### config.mk
export PLATFORM = sky130hd
export DESIGN_NAME = receptor_ctrl
export DESIGN_NICKNAME = d
export VERILOG_FILES = /design/src/rtl/receptor_ctrl.sv
export SDC_FILE = /design/constraint.sdc
export NUM_CORES = 1
export LEC_CHECK = 0
export ABC_AREA = 0
export BUFFER_PORTS_ARGS = -buffer_cell sky130_fd_sc_hd__buf_2
export CORE_MARGIN = 3
export CORE_UTILIZATION = 30
export DETAILED_ROUTE_END_ITERATION = 16
export GPL_ROUTABILITY_DRIVEN = 0
export GPL_TIMING_DRIVEN = 0
export PLACE_DENSITY_LB_ADDON = 0.08
export SLEW_MARGIN = 20
export SYNTH_ARGS = -nofsm -noshare
export SYNTH_HDL_FRONTEND = slang
export SYNTH_SLANG_ARGS = --single-unit
### constraint.sdc
create_clock -name clk -period 6.95 [get_ports clk]
set_input_delay 2.085 -clock clk [delete_from_list [all_inputs] [get_ports clk]]
set_output_delay 2.085 -clock clk [all_outputs]
set_load 0.02 [all_outputs]
### src/rtl/receptor_ctrl.sv
// UART receive sequencer: captures bytes and framing status, handshakes rdrf_clr, buffers into a FWFT FIFO.
// Define RECEPTOR_CTRL_FE_DROP_EN to discard framing-error bytes instead of queueing them.
module receptor_ctrl #(
    parameter int DATA_LENGHT = 8,
    parameter int FIFO_DEPTH  = 4,
    parameter int CLR_PULSE   = 2,
    parameter int CLR_TIMEOUT = 15
) (
    input  logic                          clk,
    input  logic                          reset,
    input  logic [DATA_LENGHT-1:0]        rx_data,
    input  logic                          rdrf,
    input  logic                          FE,
    output logic                          rdrf_clr,
    output logic [1:0]                    rx_parity,
    input  logic                          cfg_we,
    input  logic [1:0]                    cfg_parity,
    output logic [DATA_LENGHT-1:0]        out_data,
    output logic                          out_fe,
    output logic                          out_valid,
    input  logic                          out_ready,
    output logic [$clog2(FIFO_DEPTH):0]   fifo_count,
    output logic                          overrun,
    output logic                          clr_err,
    input  logic                          err_clr,
    output logic [7:0]                    fe_count
);

`ifdef RECEPTOR_CTRL_FE_DROP_EN
    localparam bit FE_DROP = 1'b1;
`else
    localparam bit FE_DROP = 1'b0;
`endif

    localparam int AW      = $clog2(FIFO_DEPTH);
    localparam int CW      = AW + 1;
    localparam int CNT_MAX = (CLR_TIMEOUT > CLR_PULSE) ? CLR_TIMEOUT : CLR_PULSE;
    localparam int TW      = $clog2(CNT_MAX + 1);
    localparam int EW      = DATA_LENGHT + 1;

    localparam logic [TW-1:0] PULSE_LAST   = TW'(CLR_PULSE - 1);
    localparam logic [TW-1:0] TIMEOUT_LAST = TW'(CLR_TIMEOUT - 1);
    localparam logic [CW-1:0] DEPTH_C      = CW'(FIFO_DEPTH);

    typedef enum logic [1:0] {
        IDLE     = 2'd0,
        CAPTURE  = 2'd1,
        CLEAR    = 2'd2,
        WAIT_LOW = 2'd3
    } state_t;

    state_t          state_q, state_d;
    logic [TW-1:0]   tmr_q, tmr_d;
    logic            capture;
    logic            timeout;

    always_ff @(posedge clk) begin
        if (reset) begin
            state_q <= IDLE;
            tmr_q   <= '0;
        end else begin
            state_q <= state_d;
            tmr_q   <= tmr_d;
        end
    end

    // One timer serves both the clear pulse length and the rdrf-low timeout.
    always_comb begin
        state_d = state_q;
        tmr_d   = tmr_q;
        capture = 1'b0;
        timeout = 1'b0;
        case (state_q)
            IDLE: begin
                if (rdrf) state_d = CAPTURE;
            end
            CAPTURE: begin
                capture = 1'b1;
                tmr_d   = '0;
                state_d = CLEAR;
            end
            CLEAR: begin
                if (tmr_q == PULSE_LAST) begin
                    tmr_d   = '0;
                    state_d = WAIT_LOW;
                end else begin
                    tmr_d = tmr_q + 1'b1;
                end
            end
            WAIT_LOW: begin
                if (!rdrf) begin
                    state_d = IDLE;
                end else if (tmr_q == TIMEOUT_LAST) begin
                    timeout = 1'b1;
                    state_d = IDLE;
                end else begin
                    tmr_d = tmr_q + 1'b1;
                end
            end
            default: state_d = IDLE;
        endcase
    end

    assign rdrf_clr = (state_q == CLEAR);

    logic [EW-1:0]  mem_q [FIFO_DEPTH];
    logic [AW-1:0]  wr_ptr_q, wr_ptr_d, rd_ptr_q, rd_ptr_d;
    logic [CW-1:0]  count_q, count_d, remain;
    logic [EW-1:0]  head_q, head_d, entry;
    logic           pop, fits, keep, push, drop, fe_inc;

    assign entry  = {FE, rx_data};
    assign pop    = (count_q != '0) && out_ready;
    assign fits   = (count_q != DEPTH_C) || pop;
    assign keep   = capture && !(FE_DROP && FE);
    assign push   = keep && fits;
    assign drop   = keep && !fits;
    assign fe_inc = capture && FE && (FE_DROP || fits);
    assign remain = count_q - CW'(pop);

    // The head register is reloaded every cycle so out_data stays a flop output.
    always_comb begin
        wr_ptr_d = push ? wr_ptr_q + 1'b1 : wr_ptr_q;
        rd_ptr_d = pop  ? rd_ptr_q + 1'b1 : rd_ptr_q;
        count_d  = count_q;
        case ({push, pop})
            2'b10:   count_d = count_q + 1'b1;
            2'b01:   count_d = count_q - 1'b1;
            default: count_d = count_q;
        endcase
        if (remain == '0) head_d = entry;
        else              head_d = mem_q[rd_ptr_d];
    end

    always_ff @(posedge clk) begin
        if (push) mem_q[wr_ptr_q] <= entry;
        head_q <= head_d;
    end

    always_ff @(posedge clk) begin
        if (reset) begin
            wr_ptr_q <= '0;
            rd_ptr_q <= '0;
            count_q  <= '0;
        end else begin
            wr_ptr_q <= wr_ptr_d;
            rd_ptr_q <= rd_ptr_d;
            count_q  <= count_d;
        end
    end

    assign out_valid  = (count_q != '0);
    assign out_data   = head_q[DATA_LENGHT-1:0];
    assign out_fe     = FE_DROP ? 1'b0 : head_q[DATA_LENGHT];
    assign fifo_count = count_q;

    logic       overrun_q, clr_err_q;
    logic [7:0] fe_count_q;

    // Set events take priority over err_clr arriving in the same cycle.
    always_ff @(posedge clk) begin
        if (reset) begin
            overrun_q  <= 1'b0;
            clr_err_q  <= 1'b0;
            fe_count_q <= '0;
        end else begin
            if (drop)         overrun_q <= 1'b1;
            else if (err_clr) overrun_q <= 1'b0;
            if (timeout)      clr_err_q <= 1'b1;
            else if (err_clr) clr_err_q <= 1'b0;
            if (fe_inc && (fe_count_q != 8'hFF)) fe_count_q <= fe_count_q + 1'b1;
        end
    end

    assign overrun  = overrun_q;
    assign clr_err  = clr_err_q;
    assign fe_count = fe_count_q;

    logic [1:0] pend_q, pend_d, parity_q, parity_d;
    logic       pend_vld_q, pend_vld_d;

    // Parity only changes between frames so the receiver never switches mid-byte.
    always_comb begin
        pend_d     = pend_q;
        pend_vld_d = pend_vld_q;
        parity_d   = parity_q;
        if ((state_q == IDLE) && !rdrf && (cfg_we || pend_vld_q)) begin
            parity_d   = cfg_we ? cfg_parity : pend_q;
            pend_vld_d = 1'b0;
        end else if (cfg_we) begin
            pend_d     = cfg_parity;
            pend_vld_d = 1'b1;
        end
    end

    always_ff @(posedge clk) begin
        if (reset) begin
            pend_q     <= 2'b00;
            pend_vld_q <= 1'b0;
            parity_q   <= 2'b00;
        end else begin
            pend_q     <= pend_d;
            pend_vld_q <= pend_vld_d;
            parity_q   <= parity_d;
        end
    end

    assign rx_parity = parity_q;

endmodule

Yosys cells after proc, flatten, opt, wreduce, memory -nomap -nowiden. Memory sizes are Yosys's and may differ from the RTL's. Cells that the tools add are included.

Add/subtract/negate cells: 7. Equal/unequal tests: 14. Multiplexer cells: 22. Reductions and logical operators: 22.

Operators by type and width (count): $mux 2 (6); $mux 4 (3); $pmux 4 s3 (1); $mux 1 (9); $mux 9 (1); $add 8x1->8 const B (1); $logic_and 1x1->1 (8); $ne 8x8->1 const B (1); $pmux 2 s4 (1); $eq 2x2->1 const B (3); $ne 2x2->1 const B (3); $ne 3x3->1 const B (2); $pmux 3 s2 (1); $reduce_and 3->1 (2); $reduce_bool 2->1 (3); $reduce_bool 3->1 (2); $add 2x1->2 const B (2); $add 4x1->4 const B (1); $eq 2x1->1 const B (2); $eq 4x1->1 const B (1); $eq 4x4->1 const B (1); $add 3x1->3 const B (1); $logic_not 3->1 (1); $sub 3x1->3 (1); 6 further kinds (8).

Register bits after elaboration: 37. Memory bits (writable): 36. Output and inout port bits: 26. Logic and storage cells: 78. Memories: 1.

Memories: mem_q (words 4, width 9, rd ports 1, clocked after memory_dff 0, write ports 1, RTL line 106) `logic [EW-1:0] mem_q [FIFO_DEPTH];`.

Logic depth before layout (Yosys ltp).
Depth after elaboration: 6. Gate-level depth with buffers: 9. Gate-level depth less buffers: 8.

Worst setup path after synthesis. Ideal clock, no wire load.

Path kind: input to register. Start point: input port out_ready. End point: register count_q[2] (netlist: fifo_count[2]). Arrival time: 3777 ps. Required time: 6821 ps. Slack: 3043 ps. Stages on the path: 8. Cell sequence: o31a_2 > buf_2 > buf_1 > nand2_1 > fa_1 > nor4b_1 > o21ai_0 > nor3b_1.

Longest elaborated chain between the ends: 5.

Ends and longest elaborated chain: start: declaration (RTL line 21) `input logic out_ready,`; $logic_and 1x1->1 * (RTL line 113) `assign pop = (count_q != '0) && out_ready;`; $logic_or 1x1->1 (RTL line 114) `assign fits = (count_q != DEPTH_C) || pop;`; $logic_and 1x1->1 (RTL line 116) `assign push = keep && fits;`; $eq 2x1->1 or $eq 2x2->1 (tied branches) (RTL line 126) `case ({push, pop})`; $pmux 3 s2 or $reduce_bool 2->1 (tied branches); end signal: assignment (RTL line 148) `count_q <= count_d;`; end: declaration (RTL line 108) `logic [CW-1:0] count_q, count_d, remain;`.

Every way passes the cells marked *; elsewhere a longest branch is shown, timed or not. A chain may end at the register's enable or synchronous reset.

Worst setup path after layout. Ends and elaborated chain as after synthesis.

==> flow_summary.ini <==
[outcome]
status = finished, final reports clean

[routing]
drtIter0Drc = 135
postRouteAntennaNets = 0
vias = 2904
wirelength_um = 9940
routedWlPerCell_um = 18.0
drc_errors = 0
via_per_inst = 5.25
dr.pass1.iters = 4

[floorplan]
die_w_um = 116
die_h_um = 116
die_area_mm2 = 0.0135
boundaryPins = 43
rows = 39
start_util_pct = 31.3
core_area_mm2 = 0.0117

[global_routing]
first_global_vias = 2869
gr-total-overflow = 0
grt_pass1_wl_um = 15900
grtUsageTotal_pct = 15.9
grt_max_degree = 13
antenna_found_initial = 0

[placement]
dp.cells = 537
hpwl_um = 6520
dpl_worst_slack_ns = 2.19
io_buffers = 40

[final_layout]
finalNetCount = 436
fillers = 1159
stdcell_count = 553
syn_to_final_growth_pct = 17.9
antenna_cells = 0
drive_gt1_share_pct = 19.3

[cts]
root_buffer = clkbuf_16
cts_hold_repair.buffers = 0
clkTransAtPathRegs_ns = 0.06
clock_latency_ns = 0.33
clockBufferDepth = 2
cts_tree = built
post_cts_resized = 0
htreeDepth = 3
postCtsSetupRepairBufs = 0
clock_sinks = 73
cts_made_buffers = 9

[worst_setup_path]
crit_required_ns = 7.15
rr_endpoint = fifo_count[2]
r2r_setup_slack_ns = 3.92
endpoint = fifo_count[2]
r2r-start = fifo_count[0]
path_class = in2reg
critical_path_arrival_ns = 4.62
r2r_cells = 8
crit_path_max_fanout = 10
cp-startpoint = out_ready
start_kind = primary input
end_kind = register

[sta]
fmax_ghz = 0.227
fin_hold_ws_ns = 0.459
worstMarginPinSlew_ns = 0.806
rsz0062_at_grt = no
min_period_ns = 4.41
hold_viol_final = 0
skew_ns = 0.00510
slew_violations = 0
timing.final.crit_share_pct = 63.5
setup_viol_count_final = 0
fin_tns_setup_ns = 0
relSlewSlack_pct = 46.3
fin_ws_ns = 2.54

[synthesis]
yosysSeqAreaShare_pct = 49.9
syn_inst = 354
yosys.area_share.xor_xnor_pct = 1.20
synth_ff_type = dfxtp_1
synth_top_family_by_area = simple AND/OR/NAND/NOR gates
synth_simple_gate_area_share_pct = 22.1
ys_warn_count = 0
syn_area_mm2 = 0.00365
ys_types = 44
synth_compound_area_share_pct = 15.6
synth_edf_count = 36
ys_ff_latch = 73
synth.mux.area_fraction_pct = 1.10
ys_async_sr_fraction_pct = 0
synthAdderAreaFrac_pct = 5.01
syn_nets = 385
avgSynthCellArea_um2 = 10.3

[power_and_ir_drop]
p_leak_nw = 1.59
ir_drop_mv = 0.171
powerDensity_mw_per_mm2 = 414

[min_path]
whs_path_depth = 2
hold_path_class = reg2reg

[run]
cap_violations = 0
## layer usage
metal / wire [um] / track usage (%) / up-vias
met3: 374 / 3.37 / 17
met1: 4600 / 21.0 / 1401
met5: 0 / 0 / -
met4: 244 / 7.66 / 0
li1: - / - / 1420
met2: 4730 / 24.8 / 66
## synth_stat cells (3+ instances only)
library cell	n	share of area (%)
nor2b_1	3	0.51
nor2_1	16	1.6
o21a_1	10	2.1
nor3_1	47	6.4
nand2b_1	3	0.51
a211oi_1	12	2.5
nor3b_1	10	2.1
nand3_1	8	1.1
and2_1	12	2.1
nand2_1	19	2.0
a21oi_1	16	2.2
inv_1	15	1.5
o41ai_2	9	4.0
or4_1	17	3.5
edfxtp_1	36	30
xor2_1	3	0.72
ha_1	13	4.5
and3_1	5	0.86
o21ai_0	6	0.82
clkbuf_1	10	1.0
buf_2	9	1.2
mux2i_1	4	1.1
o31ai_1	6	1.2
dfxtp_1	37	20
buf_1	4	0.41
## sequential cells by signal, summed over array words and instances (netlist names)
name and count:
mem_q 36, head_q 9, fe_count 8, tmr_q 4, fifo_count 3, pend_q 2, rd_ptr_q 2, rx_parity 2
state_q 2, wr_ptr_q 2, clr_err 1, overrun 1, pend_vld_q 1
## worst max-delay path: stages
cell and delay [ns]:
buf_2 0.15, o31a_2 0.24, buf_2 0.27, buf_1 0.59, nand2_1 0.22, fa_1 0.42
nor4b_1 0.36, o21ai_0 0.12, nor3b_1 0.14
## logic make-up after synthesis
logic type / count (synthesis)
muxes: 4
buffers and inverters: 41
AOI/OAI and AO/OA: 70
adders and majority gates: 14
DFF: 73
xor gates and xnor gates: 5
and+or+nand+nor: 147
## where the power goes
part           internal (W)  leakage [nW]  total, W  switching [W]
logic              0.000265         0.827  0.000761       0.000496
registers          0.000545         0.631  0.000591      0.0000462
clock network      0.000250         0.135  0.000428       0.000178
total               0.00106          1.59   0.00178       0.000719
## stage by stage
stage,power [W],area (um2),utilization [%]
after floorplan,0.00112,3650,-
after global placement,0.00136,4030,34.5
after detailed placement,0.00137,4030,34.5
after CTS,0.00180,4300,36.9
after global routing,0.00190,4300,36.9
final,0.00178,4300,36.9
## worst min-delay path by stage
stage | startpoint | endpoint | slack [ns]
5_1_grt | pend_q[0] | pend_q[0] | 0.47
2_1_floorplan | pend_q[0] | pend_q[0] | 0.44
6_report | pend_q[0] | pend_q[0] | 0.46
3_5_place_dp | pend_q[1] | pend_q[1] | 0.45
4_1_cts | pend_q[1] | pend_q[1] | 0.46
3_3_place_gp | pend_q[1] | pend_q[1] | 0.45
## area by class of cell
class / instances / area (um2) / area share [%]
Buffer: 26 / 128 / 2.97
Clock buffer: 11 / 243 / 5.64
Clock inverter: 5 / 31.3 / 0.727
Inverter: 15 / 56.3 / 1.31
Multi-Input combinational cell: 240 / 1640 / 38.2
Sequential cell: 73 / 1820 / 42.4
Tap cell: 143 / 179 / 4.16
Timing Repair Buffer: 40 / 200 / 4.65
## cell usage in the layout, fill, tap and decap left out, drive strengths merged, types with 2 or more instances in the layout
master,n
clkinv,4
nor3,47
buf,56
ha,13
a211oi,12
o21a,10
and2,12
or3,2
nor2b,3
edfxtp,36
or4,17
o31ai,7
nand2b,3
nand2,19
o22ai,2
a21boi,2
nand3,8
mux2i,4
xnor2,2
inv,15
a21oi,16
o41ai,9
and3,5
nor3b,10
clkbuf,21
dfxtp,37
o21ai,6
nor2,16
xor2,3
No activity file was read; power rests on OpenSTA's default activity.
